<file path="src/rtl/afe_spi_pkg.sv">
// ---------------------------------------------------------------------------
// afe_spi_pkg
// Shared definitions for the multi-lane AFE SPI controller:
//   - spi_state_t    : controller state encoding (IDLE, SHIFT, LATCH, GAP)
//   - chan_sel_width : width of the lane-select field for a given lane count
//   - bit_cnt_width  : width of the bit counter for a given word width
//   - DEFAULT_DATA_WIDTH / DEFAULT_CLK_DIV : default build configuration
// ---------------------------------------------------------------------------
package afe_spi_pkg;

    localparam int DEFAULT_DATA_WIDTH = 24;
    localparam int DEFAULT_CLK_DIV    = 8;

    typedef enum logic [1:0] {
        IDLE  = 2'd0,
        SHIFT = 2'd1,
        LATCH = 2'd2,
        GAP   = 2'd3
    } spi_state_t;

    // A single lane still needs a one-bit select field so the port exists.
    function automatic int chan_sel_width(input int channel_count);
        return (channel_count > 1) ? $clog2(channel_count) : 1;
    endfunction

    function automatic int bit_cnt_width(input int data_width);
        return (data_width > 1) ? $clog2(data_width) : 1;
    endfunction

endpackage

</file>
<file path="src/rtl/afe_spi_multi_ctrl_tick.sv">
// ---------------------------------------------------------------------------
// afe_spi_tick
// SPI half-period divider. Emits a one-cycle tick on the last sysClk cycle of
// every CLK_DIV-cycle half period while enabled.
// Ports:
//   sysClk      in   system clock
//   sysReset_n  in   synchronous reset, active low
//   restart     in   force the divider back to the start of a half period
//   enable      in   advance the divider
//   tick        out  last cycle of the current half period
// ---------------------------------------------------------------------------
module afe_spi_tick #(
    parameter int CLK_DIV = 8
) (
    input  logic sysClk,
    input  logic sysReset_n,
    input  logic restart,
    input  logic enable,
    output logic tick
);

    localparam int CW = (CLK_DIV > 1) ? $clog2(CLK_DIV) : 1;
    localparam logic [CW-1:0] DIV_LAST = CW'(CLK_DIV - 1);

    logic [CW-1:0] div_cnt;

    // Restart on accept so the first half period after a command is exactly
    // CLK_DIV cycles long regardless of where the free count had wandered.
    always_ff @(posedge sysClk) begin
        if (!sysReset_n || restart) begin
            div_cnt <= '0;
        end else if (enable) begin
            div_cnt <= tick ? '0 : div_cnt + 1'b1;
        end
    end

    assign tick = (div_cnt == DIV_LAST);

endmodule

</file>
<file path="src/rtl/afe_spi_multi_ctrl.sv">
// ---------------------------------------------------------------------------
// afe_spi_multi_ctrl
// N-lane write-mostly SPI master for the AFE attenuator/switch chips.
// A command shifts DATA_WIDTH bits MSB first on one lane (or all lanes in
// broadcast), pulses LE for 2*CLK_DIV cycles, then idles GAP_CYCLES cycles.
// Ports:
//   sysClk, sysReset_n   clock and synchronous active-low reset
//   cmdValid/cmdReady    command handshake (cmdReady is a register)
//   cmdChannel           target lane, ignored when cmdBroadcast=1
//   cmdBroadcast         drive every lane with the same word
//   cmdData              word to shift
//   busy                 transaction in progress
//   doneStrobe           one-cycle pulse at end of each accepted command
//   cmdError             one-cycle pulse for an out-of-range lane
//   AFE_SPI_CLK/SDI/LE   per-lane registered SPI pins
// Optional build macro AFE_SPI_READBACK_EN adds:
//   AFE_SPI_SDO          per-lane serial data from the devices
//   rdData               last word read back, updated on doneStrobe
// ---------------------------------------------------------------------------
module afe_spi_multi_ctrl
    import afe_spi_pkg::*;
#(
    parameter int CHANNEL_COUNT = 2,
    parameter int DATA_WIDTH    = DEFAULT_DATA_WIDTH,
    parameter int CLK_DIV       = DEFAULT_CLK_DIV,
    parameter int GAP_CYCLES    = 8
) (
    input  logic                                     sysClk,
    input  logic                                     sysReset_n,
    input  logic                                     cmdValid,
    output logic                                     cmdReady,
    input  logic [chan_sel_width(CHANNEL_COUNT)-1:0] cmdChannel,
    input  logic                                     cmdBroadcast,
    input  logic [DATA_WIDTH-1:0]                    cmdData,
`ifdef AFE_SPI_READBACK_EN
    input  logic [CHANNEL_COUNT-1:0]                 AFE_SPI_SDO,
    output logic [DATA_WIDTH-1:0]                    rdData,
`endif
    output logic                                     busy,
    output logic                                     doneStrobe,
    output logic                                     cmdError,
    output logic [CHANNEL_COUNT-1:0]                 AFE_SPI_CLK,
    output logic [CHANNEL_COUNT-1:0]                 AFE_SPI_SDI,
    output logic [CHANNEL_COUNT-1:0]                 AFE_SPI_LE
);

    localparam int CSW = chan_sel_width(CHANNEL_COUNT);
    localparam int BCW = bit_cnt_width(DATA_WIDTH);
    localparam int GCW = (GAP_CYCLES > 1) ? $clog2(GAP_CYCLES) : 1;
    localparam logic [GCW-1:0] GAP_LAST   = GCW'(GAP_CYCLES - 1);
    localparam logic [BCW-1:0] BIT_FIRST  = BCW'(DATA_WIDTH - 1);
    localparam logic [CSW:0]   CHAN_LIMIT = (CSW + 1)'(CHANNEL_COUNT);

    spi_state_t               state, state_n;
    logic [BCW-1:0]           bit_cnt, bit_cnt_n;
    logic                     phase, phase_n;
    logic [GCW-1:0]           gap_cnt, gap_cnt_n;
    logic [DATA_WIDTH-1:0]    shift_reg, shift_n;
    logic [CHANNEL_COUNT-1:0] lane_mask, mask_n;

    logic [CHANNEL_COUNT-1:0] spi_clk_n, spi_sdi_n, spi_le_n;
    logic                     ready_n, busy_n, done_n, err_n;

    logic                     accept;
    logic                     chan_valid;
    logic [CHANNEL_COUNT-1:0] sel_mask;
    logic                     tick;

    assign accept     = cmdValid && cmdReady;
    assign chan_valid = cmdBroadcast || ({1'b0, cmdChannel} < CHAN_LIMIT);

    // Lane decode for the incoming command; an invalid lane selects nothing.
    always_comb begin
        sel_mask = '0;
        if (cmdBroadcast) begin
            sel_mask = '1;
        end else if (chan_valid) begin
            sel_mask = CHANNEL_COUNT'(1) << cmdChannel;
        end
    end

    afe_spi_tick #(
        .CLK_DIV (CLK_DIV)
    ) u_tick (
        .sysClk     (sysClk),
        .sysReset_n (sysReset_n),
        .restart    (accept),
        .enable     ((state == SHIFT) || (state == LATCH)),
        .tick       (tick)
    );

    // State register. Pins and status outputs are registered here from their
    // next-cycle values so every output comes straight from a flop.
    always_ff @(posedge sysClk) begin
        if (!sysReset_n) begin
            state       <= IDLE;
            bit_cnt     <= '0;
            phase       <= 1'b0;
            gap_cnt     <= '0;
            shift_reg   <= '0;
            lane_mask   <= '0;
            AFE_SPI_CLK <= '0;
            AFE_SPI_SDI <= '0;
            AFE_SPI_LE  <= '0;
            cmdReady    <= 1'b1;
            busy        <= 1'b0;
            doneStrobe  <= 1'b0;
            cmdError    <= 1'b0;
        end else begin
            state       <= state_n;
            bit_cnt     <= bit_cnt_n;
            phase       <= phase_n;
            gap_cnt     <= gap_cnt_n;
            shift_reg   <= shift_n;
            lane_mask   <= mask_n;
            AFE_SPI_CLK <= spi_clk_n;
            AFE_SPI_SDI <= spi_sdi_n;
            AFE_SPI_LE  <= spi_le_n;
            cmdReady    <= ready_n;
            busy        <= busy_n;
            doneStrobe  <= done_n;
            cmdError    <= err_n;
        end
    end

    // Next-state logic. phase=0 is the CLK-low half of a bit, phase=1 the
    // CLK-high half; LATCH reuses the same two halves for its 2*CLK_DIV
    // cycles. An invalid lane jumps straight to the final GAP cycle so the
    // error and done pulses land on the cycle after accept.
    always_comb begin
        state_n   = state;
        bit_cnt_n = bit_cnt;
        phase_n   = phase;
        gap_cnt_n = gap_cnt;
        shift_n   = shift_reg;
        mask_n    = lane_mask;
        case (state)
            IDLE: begin
                if (accept) begin
                    mask_n    = sel_mask;
                    shift_n   = cmdData;
                    bit_cnt_n = BIT_FIRST;
                    phase_n   = 1'b0;
                    if (chan_valid) begin
                        state_n = SHIFT;
                    end else begin
                        state_n   = GAP;
                        gap_cnt_n = GAP_LAST;
                    end
                end
            end
            SHIFT: begin
                if (tick) begin
                    if (!phase) begin
                        phase_n = 1'b1;
                    end else begin
                        phase_n = 1'b0;
                        if (bit_cnt == '0) begin
                            state_n = LATCH;
                        end else begin
                            bit_cnt_n = bit_cnt - 1'b1;
                            shift_n   = {shift_reg[DATA_WIDTH-2:0], 1'b0};
                        end
                    end
                end
            end
            LATCH: begin
                if (tick) begin
                    if (!phase) begin
                        phase_n = 1'b1;
                    end else begin
                        phase_n   = 1'b0;
                        state_n   = GAP;
                        gap_cnt_n = '0;
                    end
                end
            end
            GAP: begin
                if (gap_cnt == GAP_LAST) begin
                    state_n = IDLE;
                    mask_n  = '0;
                end else begin
                    gap_cnt_n = gap_cnt + 1'b1;
                end
            end
            default: begin
                state_n = IDLE;
            end
        endcase
    end

    // Output decode from next-state values; unselected lanes are masked to 0.
    always_comb begin
        spi_clk_n = {CHANNEL_COUNT{(state_n == SHIFT) && phase_n}} & mask_n;
        spi_sdi_n = {CHANNEL_COUNT{(state_n == SHIFT) && shift_n[DATA_WIDTH-1]}} & mask_n;
        spi_le_n  = {CHANNEL_COUNT{state_n == LATCH}} & mask_n;
        ready_n   = (state_n == IDLE);
        busy_n    = (state_n != IDLE);
        done_n    = (state_n == GAP) && (gap_cnt_n == GAP_LAST);
        err_n     = accept && !chan_valid;
    end

`ifdef AFE_SPI_READBACK_EN
    logic [CSW-1:0]        rd_lane;
    logic [DATA_WIDTH-1:0] rd_shift;
    logic                  rd_capture;

    // Sample SDO on the last CLK-high cycle of each bit, i.e. the cycle
    // before CLK falls, so the device has had a full high phase to drive it.
    assign rd_capture = (state == SHIFT) && phase && tick;

    // Readback capture; the invalid-lane done pulse (done_n with accept)
    // must leave rdData untouched.
    always_ff @(posedge sysClk) begin
        if (!sysReset_n) begin
            rd_lane  <= '0;
            rd_shift <= '0;
            rdData   <= '0;
        end else begin
            if (accept) begin
                rd_lane <= cmdBroadcast ? '0 : cmdChannel;
            end
            if (rd_capture) begin
                rd_shift <= {rd_shift[DATA_WIDTH-2:0], AFE_SPI_SDO[rd_lane]};
            end
            if (done_n && !accept) begin
                rdData <= rd_shift;
            end
        end
    end
`endif

endmodule

</file>
<file path="config.mk">
export PLATFORM = sky130hd
export DESIGN_NAME = afe_spi_multi_ctrl
export DESIGN_NICKNAME = d
export VERILOG_FILES = /design/src/rtl/afe_spi_pkg.sv /design/src/rtl/afe_spi_multi_ctrl_tick.sv /design/src/rtl/afe_spi_multi_ctrl.sv
export SDC_FILE = /design/constraint.sdc
export NUM_CORES = 1
export LEC_CHECK = 0
export CAP_MARGIN = 20
export CORE_UTILIZATION = 35
export CTS_BUF_LIST = sky130_fd_sc_hd__clkbuf_4 sky130_fd_sc_hd__clkbuf_8 sky130_fd_sc_hd__clkbuf_16
export CTS_CLUSTER_DIAMETER = 30
export DETAILED_ROUTE_END_ITERATION = 8
export SYNTH_ARGS = -nofsm -noshare
export SYNTH_HDL_FRONTEND = slang
export SYNTH_SLANG_ARGS = --single-unit
</file>
<file path="constraint.sdc">
create_clock -name sysClk -period 5.4 [get_ports sysClk]
set_input_delay 1.62 -clock sysClk [delete_from_list [all_inputs] [get_ports sysClk]]
set_output_delay 1.62 -clock sysClk [all_outputs]
set_load 0.01 [all_outputs]
</file>
-- After elaboration in Yosys (flattened, before gate mapping)
Index checks and enable logic that the tools add are counted.
W data, S select, Z words.
- output and inout bits: 10
- input bits: 29
- bits in latches: 0
- memories: 0
- register bits: 49
- bits in writable memories: 0
- bits in read-only memories: 0
- logic and storage cells: 79
- add/subtract/negate cells: 3
- bitwise logic cells: 3
- shifts and indexed selects: 1
- multipliers: 0
- equality and inequality tests: 13
- muxes and demuxes: 31
- divide/modulo/power cells: 0
- reductions and logical operators: 14
- magnitude comparators: 0
- operators by type and width (cell ; count):
    $mux W24 ; 4
    $pmux W24 S2 ; 1
    $mux W2 ; 10
    $mux W5 ; 4
    $mux W3 ; 4
    $pmux W5 S2 ; 1
    $eq A3 B3 Y1 const B ; 3
    $eq A2 B2 Y1 const B ; 4
    $pmux W2 S4 ; 1
    $add A3 B1 Y3 const B ; 2
    $and A2 B2 Y2 ; 3
    $pmux W3 S2 ; 1
    $logic_not A5 Y1 ; 1
    $reduce_and A5 Y1 ; 1
    $sub A5 B1 Y5 const B ; 1
    $eq A2 B1 Y1 const B ; 2
    $logic_and A1 B1 Y1 ; 4
    $logic_not A2 Y1 ; 2
    $ne A2 B1 Y1 const B ; 2
    $ne A2 B2 Y1 const B ; 2
    $pmux W2 S2 ; 1
    $reduce_bool A2 Y1 ; 2
    $mux W1 ; 3
    $logic_or A1 B1 Y1 ; 2
    4 further kinds ; 4

-- Longest topological paths before layout
Gate-level depths: netlist of run 1.
- depth after elaboration: 8
- depth in mapped cells: 8
- gate-level depth less buffers: 6

-- Cells and area by module
A second synthesis of run 1 with hierarchy kept.
- cells, all modules: 298
- area, all modules: 2467.4 um^2
- by module, submodules not included (module ; seq. area each (um^2) ; cells an instance ; area an instance (um^2) ; times used):
    afe_spi_multi_ctrl ; 920.9 ; 285 ; 2324.7 ; 1
    afe_spi_tick ; 60.1 ; 13 ; 142.6 ; 1

-- Least setup slack after synthesis of run 1
OpenSTA, ideal clock, no wires.
- path kind: input -> register
- from: input cmdValid
- to: register shift_reg[10]
- library setup time: 0.125 ns
- buffers on the path: 2
- path slack: 2.677 ns
- data required time: 5.275 ns
- stages on the path: 6
- arrival time: 2.598 ns
- path through: nand3_1 > or2_2 > clkbuf_1 > clkbuf_1 > o21ai_0 > a211oi_1
- cells in the longest elaborated chain, start to end: 3
- ends and longest elaborated chain (item ; RTL line ; source):
    start, declared ; afe_spi_multi_ctrl.sv:30 ; input logic cmdValid,
    $logic_and A1 B1 Y1 ; afe_spi_multi_ctrl.sv:69 ; assign accept = cmdValid && cmdReady;
    $ne A2 B1 Y1 (no line) ; -- ;
    $reduce_and A5 Y1 (no line) ; -- ;
    end signal, assigned ; afe_spi_multi_ctrl.sv:114 ; shift_reg <= shift_n;
    end, declared ; afe_spi_multi_ctrl.sv:58 ; logic [DATA_WIDTH-1:0] shift_reg, shift_n;
No other way between the ends.
A chain may end at the register's enable or synchronous reset.

-- Final worst setup path of run 1
- from: input cmdValid
- to: register shift_reg[2]
The elaborated chain is that of the path after synthesis.

==> results_tabular.tex, run 1 <==
\begin{tabular}{lr}
\hline
Metric & Value \\
\hline
\multicolumn{2}{l}{\textbf{Floorplanning}} \\
\quad Initial standard-cell utilization of the core & 36.32\% \\
\quad Area of the die & 0.007430 mm2 \\
\quad Height of the die & 86.20 um \\
\quad Core footprint & 0.006832 mm2 \\
\quad Boundary Pins & 39 \\
\quad Floorplan row count & 30 \\
\quad Die X & 86.20 um \\
\multicolumn{2}{l}{\textbf{Timing}} \\
\quad Number of max-slew violations in the final report & 0 \\
\quad Maximum frequency from static timing analysis & 0.3024 GHz \\
\quad Unrepaired setup endpoints after global routing & no \\
\quad Fin crit period & 3307 ps \\
\quad Worst-Margin Slew & 899.0 ps \\
\quad Worst setup margin & 2093 ps \\
\quad Ratio of final minimum period to clock period & 61.24\% \\
\quad Total negative slack & 0 ps \\
\quad Max transition margin & 40.07\% \\
\quad Count of endpoints failing hold in the final timing report & 0 \\
\quad Count of endpoints failing setup in the final report & 0 \\
\quad Final worst clock skew & 10.85 ps \\
\multicolumn{2}{l}{\textbf{Detailed routing}} \\
\quad Number of nets with antenna violations after routing & 0 \\
\quad Mean routed wirelength per cell & 13.60 um \\
\quad Detailed Route WL & 5.846 mm \\
\quad Initial detailed-routing violation count & 152 \\
\quad Number of DRC violations after detailed routing & 0 \\
\quad Vias after detailed routing & 2300 \\
\quad DRT Pass-1 Iters & 4 \\
\quad Mean number of vias per cell & 5.349 \\
\multicolumn{2}{l}{\textbf{Place}} \\
\quad Post-detail-place hpwl & 3.911 mm \\
\quad Routability cong. & 0.7406 \\
\quad Number of buffers added on ports & 37 \\
\quad Placement-stage worst setup slack & 1749 ps \\
\multicolumn{2}{l}{\textbf{Cells and area}} \\
\quad Layout cells sized above 1 & 7.485\% \\
\quad Share of the core filled with cells in the final layout & 44.23\% \\
\quad Diode insertion count for antenna repair & 0 \\
\quad Max FFs per register & 24 \\
\quad Layout area overhead & 21.79\% \\
\quad Net count reported at finish & 371 \\
\multicolumn{2}{l}{\textbf{Logic synthesis}} \\
\quad Post-Synthesis Net Count & 344 \\
\quad Total number of yosys warnings & 0 \\
\quad Synthesized netlist cell count & 306 \\
\quad Cell with the most instances after synthesis & sky130\_fd\_sc\_hd\_\_dfxtp\_1 \\
\quad Async SR Flop Fraction & 0\% \\
\quad Cell area after technology mapping & 0.002481 mm2 \\
\quad Most common library cells after synthesis & sky130\_fd\_sc\_hd\_\_dfxtp\_1, sky130\_fd\_sc\_hd\_\_o21ai\_0, sky130\_fd\_sc\_hd\_\_nor2\_1 \\
\quad Avg Inst Size Synth & 8.108 um2 \\
\quad Area contributors post-synth & sky130\_fd\_sc\_hd\_\_dfxtp\_1, sky130\_fd\_sc\_hd\_\_o21ai\_0, sky130\_fd\_sc\_hd\_\_a211oi\_1, sky130\_fd\_sc\_hd\_\_a21oi\_1, sky130\_fd\_sc\_hd\_\_nor2\_1 \\
\quad Yosys cell types & 51 \\
\quad Sequential-to-total area share from yosys stat & 39.54\% \\
\quad Post-synth top area cell & sky130\_fd\_sc\_hd\_\_dfxtp\_1 \\
\quad Ys flop type & sky130\_fd\_sc\_hd\_\_dfxtp\_1 \\
\quad Register bit count reported by yosys & 49 \\
\quad Number of enable-type register cells in the synthesized netlist & 0 \\
\quad Area share of the largest cell type after synthesis & 39.54\% \\
\multicolumn{2}{l}{\textbf{Clock network}} \\
\quad Clock latency of the later-clocked register in the worst-skew pair & 310 ps \\
\quad Cell at the root of the clock tree & sky130\_fd\_sc\_hd\_\_clkbuf\_8 \\
\quad Quantity of hold-fixing buffers added after cts & 0 \\
\quad Max clock buf depth & 2 \\
\quad Post\_cts resized & 0 \\
\quad Clock tree from TritonCTS & yes \\
\quad Cts bufs inserted & 5 \\
\quad Count of H-tree levels built during CTS & 2 \\
\quad Clock input transition at the sequential cells of the worst setup and hold paths & 100 ps \\
\quad Sinks on Clock Net & 49 \\
\quad Post-CTS setup buffers & 0 \\
\multicolumn{2}{l}{\textbf{Global route}} \\
\quad Gr ovfl total & 0 \\
\quad Via count of the first global-routing pass & 2074 \\
\quad Maximum number of pins on one net before global-route repair & 28 \\
\quad Global-route wire length before repair & 9.846 mm \\
\quad Antenna violations before repair & 0 \\
\quad Total Routing Usage GR & 16.66\% \\
\multicolumn{2}{l}{\textbf{Power and ir drop}} \\
\quad Proportion of total power due to net switching & 31.06\% \\
\quad Proportion of power drawn by combinational gates & 25.2\% \\
\quad Pwr Density & 296.9 mW/mm2 \\
\quad Internal power & 618.6 uW \\
\quad Clock network fraction of total power & 26.9\% \\
\quad Leakage & 1.139 nW \\
\quad Sequential share of power & 47.9\% \\
\quad Max IR drop VDD & 0.1214 mV \\
\quad Switching pwr & 278.7 uW \\
\multicolumn{2}{l}{\textbf{Setup path}} \\
\quad Critical path arrival & 3520 ps \\
\quad Top fanout value on the critical path & 27 \\
\quad Kind of critical path & primary input to flip-flop \\
\quad Required time of the worst setup path & 5620 ps \\
\quad Critical Path Source Type & primary input \\
\quad Setup crit end kind & flip-flop \\
\quad Internal reg-to-reg setup slack & 2620 ps \\
\multicolumn{2}{l}{\textbf{Hold path}} \\
\quad Worst hold-check path type & flip-flop to flip-flop \\
\multicolumn{2}{l}{\textbf{Run}} \\
\quad Max capacitance violation total & 0 \\
\multicolumn{2}{l}{\textbf{Run status}} \\
\quad Run status & completed \\
\hline
\end{tabular}
==> path summary, 6_finish.rpt <==
path,from,endpoint,cells past startpoint
max reg2reg,state[0],shift_reg[13],7
max,cmdValid,shift_reg[2],7
min,shift_reg[0],shift_reg[0],2
min reg2reg,shift_reg[0],shift_reg[0],2
==> kinds of logic (layout without fill, tap and decap cells) <==
| kind of cell | count (synthesis) | after routing | share of synthesized area, % |
|---|---|---|---|
| adders and majority gates | 9 | 9 | 4.539 |
| and+or+nand+nor | 83 | 83 | 16.79 |
| AOI/OAI and AO/OA | 127 | 127 | 31.67 |
| other | 1 | 1 | 0.1511 |
| DFF | 49 | 49 | 39.54 |
| muxes | 5 | 5 | 2.068 |
| buffers and inverters | 32 | 60 | 5.244 |
==> per-layer routing <==
layer / track usage, % / vias up / wire [um]
met5: 0 / - / 0
met4: 5.758 / 0 / 70
met3: 3.429 / 6 / 215
met2: 25.54 / 47 / 2598
met1: 23.25 / 1078 / 2962
li1: - / 1169 / -
==> cell usage in the layout (no fill, tap or decap), types with 4 or more instances in the layout <==
cell / synthesis / layout
sky130_fd_sc_hd__nor3_1: 10 / 10
sky130_fd_sc_hd__dfxtp_1: 49 / 49
sky130_fd_sc_hd__inv_1: 10 / 10
sky130_fd_sc_hd__mux2i_1: 4 / 4
sky130_fd_sc_hd__o21ai_0: 48 / 48
sky130_fd_sc_hd__a211oi_1: 22 / 22
sky130_fd_sc_hd__a21oi_1: 29 / 29
sky130_fd_sc_hd__clkdlybuf4s50_1: 0 / 37
sky130_fd_sc_hd__clkbuf_8: 0 / 7
sky130_fd_sc_hd__ha_1: 9 / 9
sky130_fd_sc_hd__o21a_1: 4 / 4
sky130_fd_sc_hd__nand2_1: 14 / 14
sky130_fd_sc_hd__nor2_1: 36 / 36
==> stage by stage <==
stage                     hold WS, ps  area [um2]  total power, mW  cells
after floorplan                 449.9        2481           0.5911    306
after global placement          466.8        2905           0.6571    421
after detailed placement        472.2        2905           0.6608    421
after CTS                       492.6        3007           0.9003    429
after global routing            519.1        3022           0.9548    430
final                           497.9        3022           0.8972    430
==> cell type report <==
cell class | count | area, um2
fillers | 704 | 3810
multi-input cells | 225 | 1370
flip-flops and latches | 49 | 980.9
repair buffers | 41 | 407.9
well taps | 96 | 120.1
clock buffers | 7 | 96.34
inverters | 11 | 41.29
clock inverters | 1 | 5.005
==> power by group through the flow <==
stage                     Clock, mW  Sequential [mW]  Combinational (mW)
after floorplan                   0            0.432               0.159
after global placement            0            0.438               0.219
after detailed placement          0            0.437               0.224
after CTS                     0.247            0.429               0.224
after global routing          0.267            0.436               0.252
final                         0.241            0.430               0.226
==> critical path, stage by stage <==
cell,delay [ps]
sky130_fd_sc_hd__clkdlybuf4s50_1,560
sky130_fd_sc_hd__nand3_1,100
sky130_fd_sc_hd__buf_4,230
sky130_fd_sc_hd__nand2_1,450
sky130_fd_sc_hd__buf_4,290
sky130_fd_sc_hd__a21oi_1,80
sky130_fd_sc_hd__a211oi_1,190
No activity file was read; power rests on OpenSTA's default activity.
==> run 2: changes to the inputs <==
clock period = 3 ns   (was 5.4 ns; I/O delays follow)
==> results_tabular.tex, run 2 (synthesized netlist as in run 1, its figures left out) <==
\begin{tabular}{lr}
\hline
Metric & Value \\
\hline
\multicolumn{2}{l}{\textbf{Run status}} \\
\quad Run status & completed \\
\multicolumn{2}{l}{\textbf{Clock network}} \\
\quad Post\_cts resized & 0 (unchanged) \\
\quad Quantity of hold-fixing buffers added after cts & 0 (unchanged) \\
\quad Count of H-tree levels built during CTS & 2 (unchanged) \\
\quad Cts bufs inserted & 5 (unchanged) \\
\quad Clock tree from TritonCTS & yes \\
\quad Clock latency of the later-clocked register in the worst-skew pair & 300 ps (about the same) \\
\quad Clock input transition at the sequential cells of the worst setup and hold paths & 90 ps (about the same) \\
\quad Cell at the root of the clock tree & sky130\_fd\_sc\_hd\_\_clkbuf\_8 \\
\quad Post-CTS setup buffers & 0 (unchanged) \\
\quad Max clock buf depth & 2 (unchanged) \\
\quad Sinks on Clock Net & 49 (unchanged) \\
\multicolumn{2}{l}{\textbf{Setup path}} \\
\quad Critical Path Source Type & primary input \\
\quad Top fanout value on the critical path & 6 (-78\%) \\
\quad Number of cell instances on the worst register-to-register path & 6 (-1) \\
\quad Launch point of the critical path & cmdValid \\
\quad Setup crit end kind & flip-flop \\
\quad Worst-path cell chain & clkdlybuf4s50\_1 > nand3\_1 > and2\_4 > or4\_1 > a31oi\_1 \\
\quad Internal reg-to-reg setup slack & 880 ps (-1740 ps) \\
\quad Kind of critical path & primary input to flip-flop \\
\quad Family of cells with the greatest summed delay on the critical path & simple AND/OR/NAND/NOR gates \\
\quad Critical path arrival & 2580 ps (-940 ps) \\
\quad Required time of the worst setup path & 3230 ps (-2390 ps) \\
\quad Critical register-to-register path startpoint & state[0] \\
\quad Reg-to-Reg End & AFE\_SPI\_SDI[0] \\
\quad Buf+Inv Stages, Crit Path & 1 (-2) \\
\quad Largest incremental delay on the critical path & 560 ps (about the same) \\
\quad Slowest CP cell & sky130\_fd\_sc\_hd\_\_clkdlybuf4s50\_1 \\
\multicolumn{2}{l}{\textbf{Timing}} \\
\quad Final worst clock skew & 5.855 ps (-4.995 ps) \\
\quad Count of endpoints failing setup in the final report & 0 (unchanged) \\
\quad Maximum frequency from static timing analysis & 0.4254 GHz \\
\quad Count of endpoints failing hold in the final timing report & 0 (unchanged) \\
\quad Worst-Margin Slew & 569.7 ps (-329.3 ps) \\
\quad Unrepaired setup endpoints after global routing & no \\
\quad Max transition margin & 61.54\% (+21 points) \\
\quad Fin crit period & 2351 ps \\
\quad Total negative slack & 0 ps (unchanged) \\
\quad Number of max-slew violations in the final report & 0 (unchanged) \\
\quad Ratio of final minimum period to clock period & 78.36\% \\
\multicolumn{2}{l}{\textbf{Power and ir drop}} \\
\quad Internal power & 1.095 mW (+77\%) \\
\quad Max IR drop VDD & 0.1694 mV (+40\%) \\
\quad Pwr Total & 1.595 mW (+78\%) \\
\quad Clock network fraction of total power & 26.0\% (-0.9 points) \\
\quad Pwr Density & 528.4 mW/mm2 (+78\%) \\
\quad Proportion of total power due to net switching & 31.33\% (+0.27 points) \\
\quad Leakage & 1.137 nW (-0.11\%) \\
\quad Proportion of power drawn by combinational gates & 25.4\% (+0.2 points) \\
\quad Switching pwr & 499.6 uW (+79\%) \\
\quad Sequential share of power & 48.6\% (+0.7 points) \\
\multicolumn{2}{l}{\textbf{Detailed routing}} \\
\quad Number of DRC violations after detailed routing & 0 (unchanged) \\
\quad Mean routed wirelength per cell & 14.06 um (+3.4\%) \\
\quad Number of nets with antenna violations after routing & 0 (unchanged) \\
\quad Mean number of vias per cell & 5.436 (+1.6\%) \\
\quad Initial detailed-routing violation count & 127 (-16\%) \\
\quad Detailed Route WL & 6.059 mm (+3.6\%) \\
\quad Vias after detailed routing & 2343 (+1.9\%) \\
\quad DRT Pass-1 Iters & 4 (unchanged) \\
\multicolumn{2}{l}{\textbf{Floorplanning}} \\
\quad Height of the die & 86.20 um (unchanged) \\
\quad Core footprint & 0.006832 mm2 (unchanged) \\
\quad Floorplan row count & 30 (unchanged) \\
\quad Initial standard-cell utilization of the core & 36.32\% (unchanged) \\
\quad Boundary Pins & 39 (unchanged) \\
\quad Die X & 86.20 um (unchanged) \\
\quad Area of the die & 0.007430 mm2 (unchanged) \\
\multicolumn{2}{l}{\textbf{Global route}} \\
\quad Global-route wire length before repair & 10.16 mm (+3.1\%) \\
\quad Total Routing Usage GR & 17.26\% (+0.61 points) \\
\quad Via count of the first global-routing pass & 2107 (+1.6\%) \\
\quad Antenna violations before repair & 0 (unchanged) \\
\quad Gr ovfl total & 0 (unchanged) \\
\quad Maximum number of pins on one net before global-route repair & 28 (unchanged) \\
\multicolumn{2}{l}{\textbf{Cells and area}} \\
\quad Diode insertion count for antenna repair & 0 (unchanged) \\
\quad Layout area overhead & 21.63\% \\
\quad Net count reported at finish & 373 (+0.54\%) \\
\quad Max FFs per register & 24 (unchanged) \\
\quad Final instance count without filler cells & 431 (+0.23\%) \\
\quad Layout cells sized above 1 & 7.761\% (+0.28 points) \\
\quad Most common cell after layout, fill and taps aside & sky130\_fd\_sc\_hd\_\_dfxtp\_1 \\
\quad Highest-count cells in the layout ignoring fill and taps & sky130\_fd\_sc\_hd\_\_dfxtp\_1, sky130\_fd\_sc\_hd\_\_o21ai\_0, sky130\_fd\_sc\_hd\_\_clkdlybuf4s50\_1, sky130\_fd\_sc\_hd\_\_nor2\_1, sky130\_fd\_sc\_hd\_\_a21oi\_1 \\
\multicolumn{2}{l}{\textbf{Run}} \\
\quad Max capacitance violation total & 0 (unchanged) \\
\multicolumn{2}{l}{\textbf{Place}} \\
\quad Post-detail-place hpwl & 3.935 mm (+0.62\%) \\
\quad Number of buffers added on ports & 37 (unchanged) \\
\quad Routability cong. & 0.7483 (+1.0\%) \\
\quad Number of cells in the design after placement & 424 (+0.71\%) \\
\multicolumn{2}{l}{\textbf{Hold path}} \\
\quad Worst hold-check path type & flip-flop to flip-flop \\
\quad Worst Hold Endpoint & shift\_reg[0] \\
\quad Worst Hold Depth & 2 (unchanged) \\
\quad Start point of the worst hold path & shift\_reg[0] \\
\hline
\end{tabular}
==> run 2: cell types whose count changed in the layout (fill, tap and decap cells not counted) <==
| cell | previous run | this run |
|---|---|---|
| sky130_fd_sc_hd__clkbuf_8 | 7 | 6 |
| sky130_fd_sc_hd__buf_8 | 1 | 0 |
| sky130_fd_sc_hd__buf_4 | 3 | 6 |
| sky130_fd_sc_hd__clkbuf_4 | 0 | 1 |
| sky130_fd_sc_hd__clkinv_2 | 1 | 0 |
==> run 2: routing by layer <==
layer / vias up / global-route usage, % / routed length (um)
li1: 1170 / - / -
met1: 1121 / 23.70 / 3027
met2: 43 / 27.20 / 2732
met3: 9 / 3.524 / 220
met4: 0 / 5.455 / 78
met5: - / 0 / 0
==> run 2: through the flow <==
step | hold slack [ps] | utilization (%) | instance area [um2] | setup slack, ps
6_report | 485.5 | 44.18 | 3018 | 649.3
5_1_grt | 517.2 | 44.18 | 3018 | 508.9
3_5_place_dp | 474.2 | 42.86 | 2928 | 341.3
2_1_floorplan | 449.9 | - | 2481 | 996.5
3_3_place_gp | 479.3 | 42.86 | 2928 | 379.7
4_1_cts | 490.8 | 44.18 | 3018 | 671.6
==> run 2: cell type report <==
cell class / instances / area [um2]
Fill cell: 721 / 3814
Sequential cell: 49 / 980.9
Timing Repair Buffer: 43 / 415.4
Multi-Input combinational cell: 225 / 1370
Clock buffer: 7 / 90.09
Inverter: 11 / 41.29
Tap cell: 96 / 120.1
==> run 2: worst max path at each step <==
| stage | endpoint | slack [ps] | cells past startpoint |
|---|---|---|---|
| after floorplan | shift_reg[10] | 1000 | 6 |
| after global placement | shift_reg[1] | 380 | 5 |
| after detailed placement | bit_cnt[4] | 340 | 5 |
| after CTS | shift_reg[10] | 670 | 5 |
| after global routing | shift_reg[5] | 510 | 5 |
| final | bit_cnt[4] | 650 | 5 |
==> run 2: worst register-to-register path, delay by kind of cell, from the launching register on <==
family                     cells  cell delay (ps)
AOI/OAI and AO/OA              2              790
DFF                            1              460
adders and majority gates      1              330
and+or+nand+nor                2              320
buffers and inverters          1              100
==> run 2: power groups by stage <==
stage	registers (mW)	clock network (mW)	logic [mW]
3_5_place_dp	0.788	0	0.406
4_1_cts	0.773	0.421	0.406
3_3_place_gp	0.787	0	0.402
6_report	0.775	0.415	0.405
5_1_grt	0.786	0.448	0.456
2_1_floorplan	0.778	0	0.286
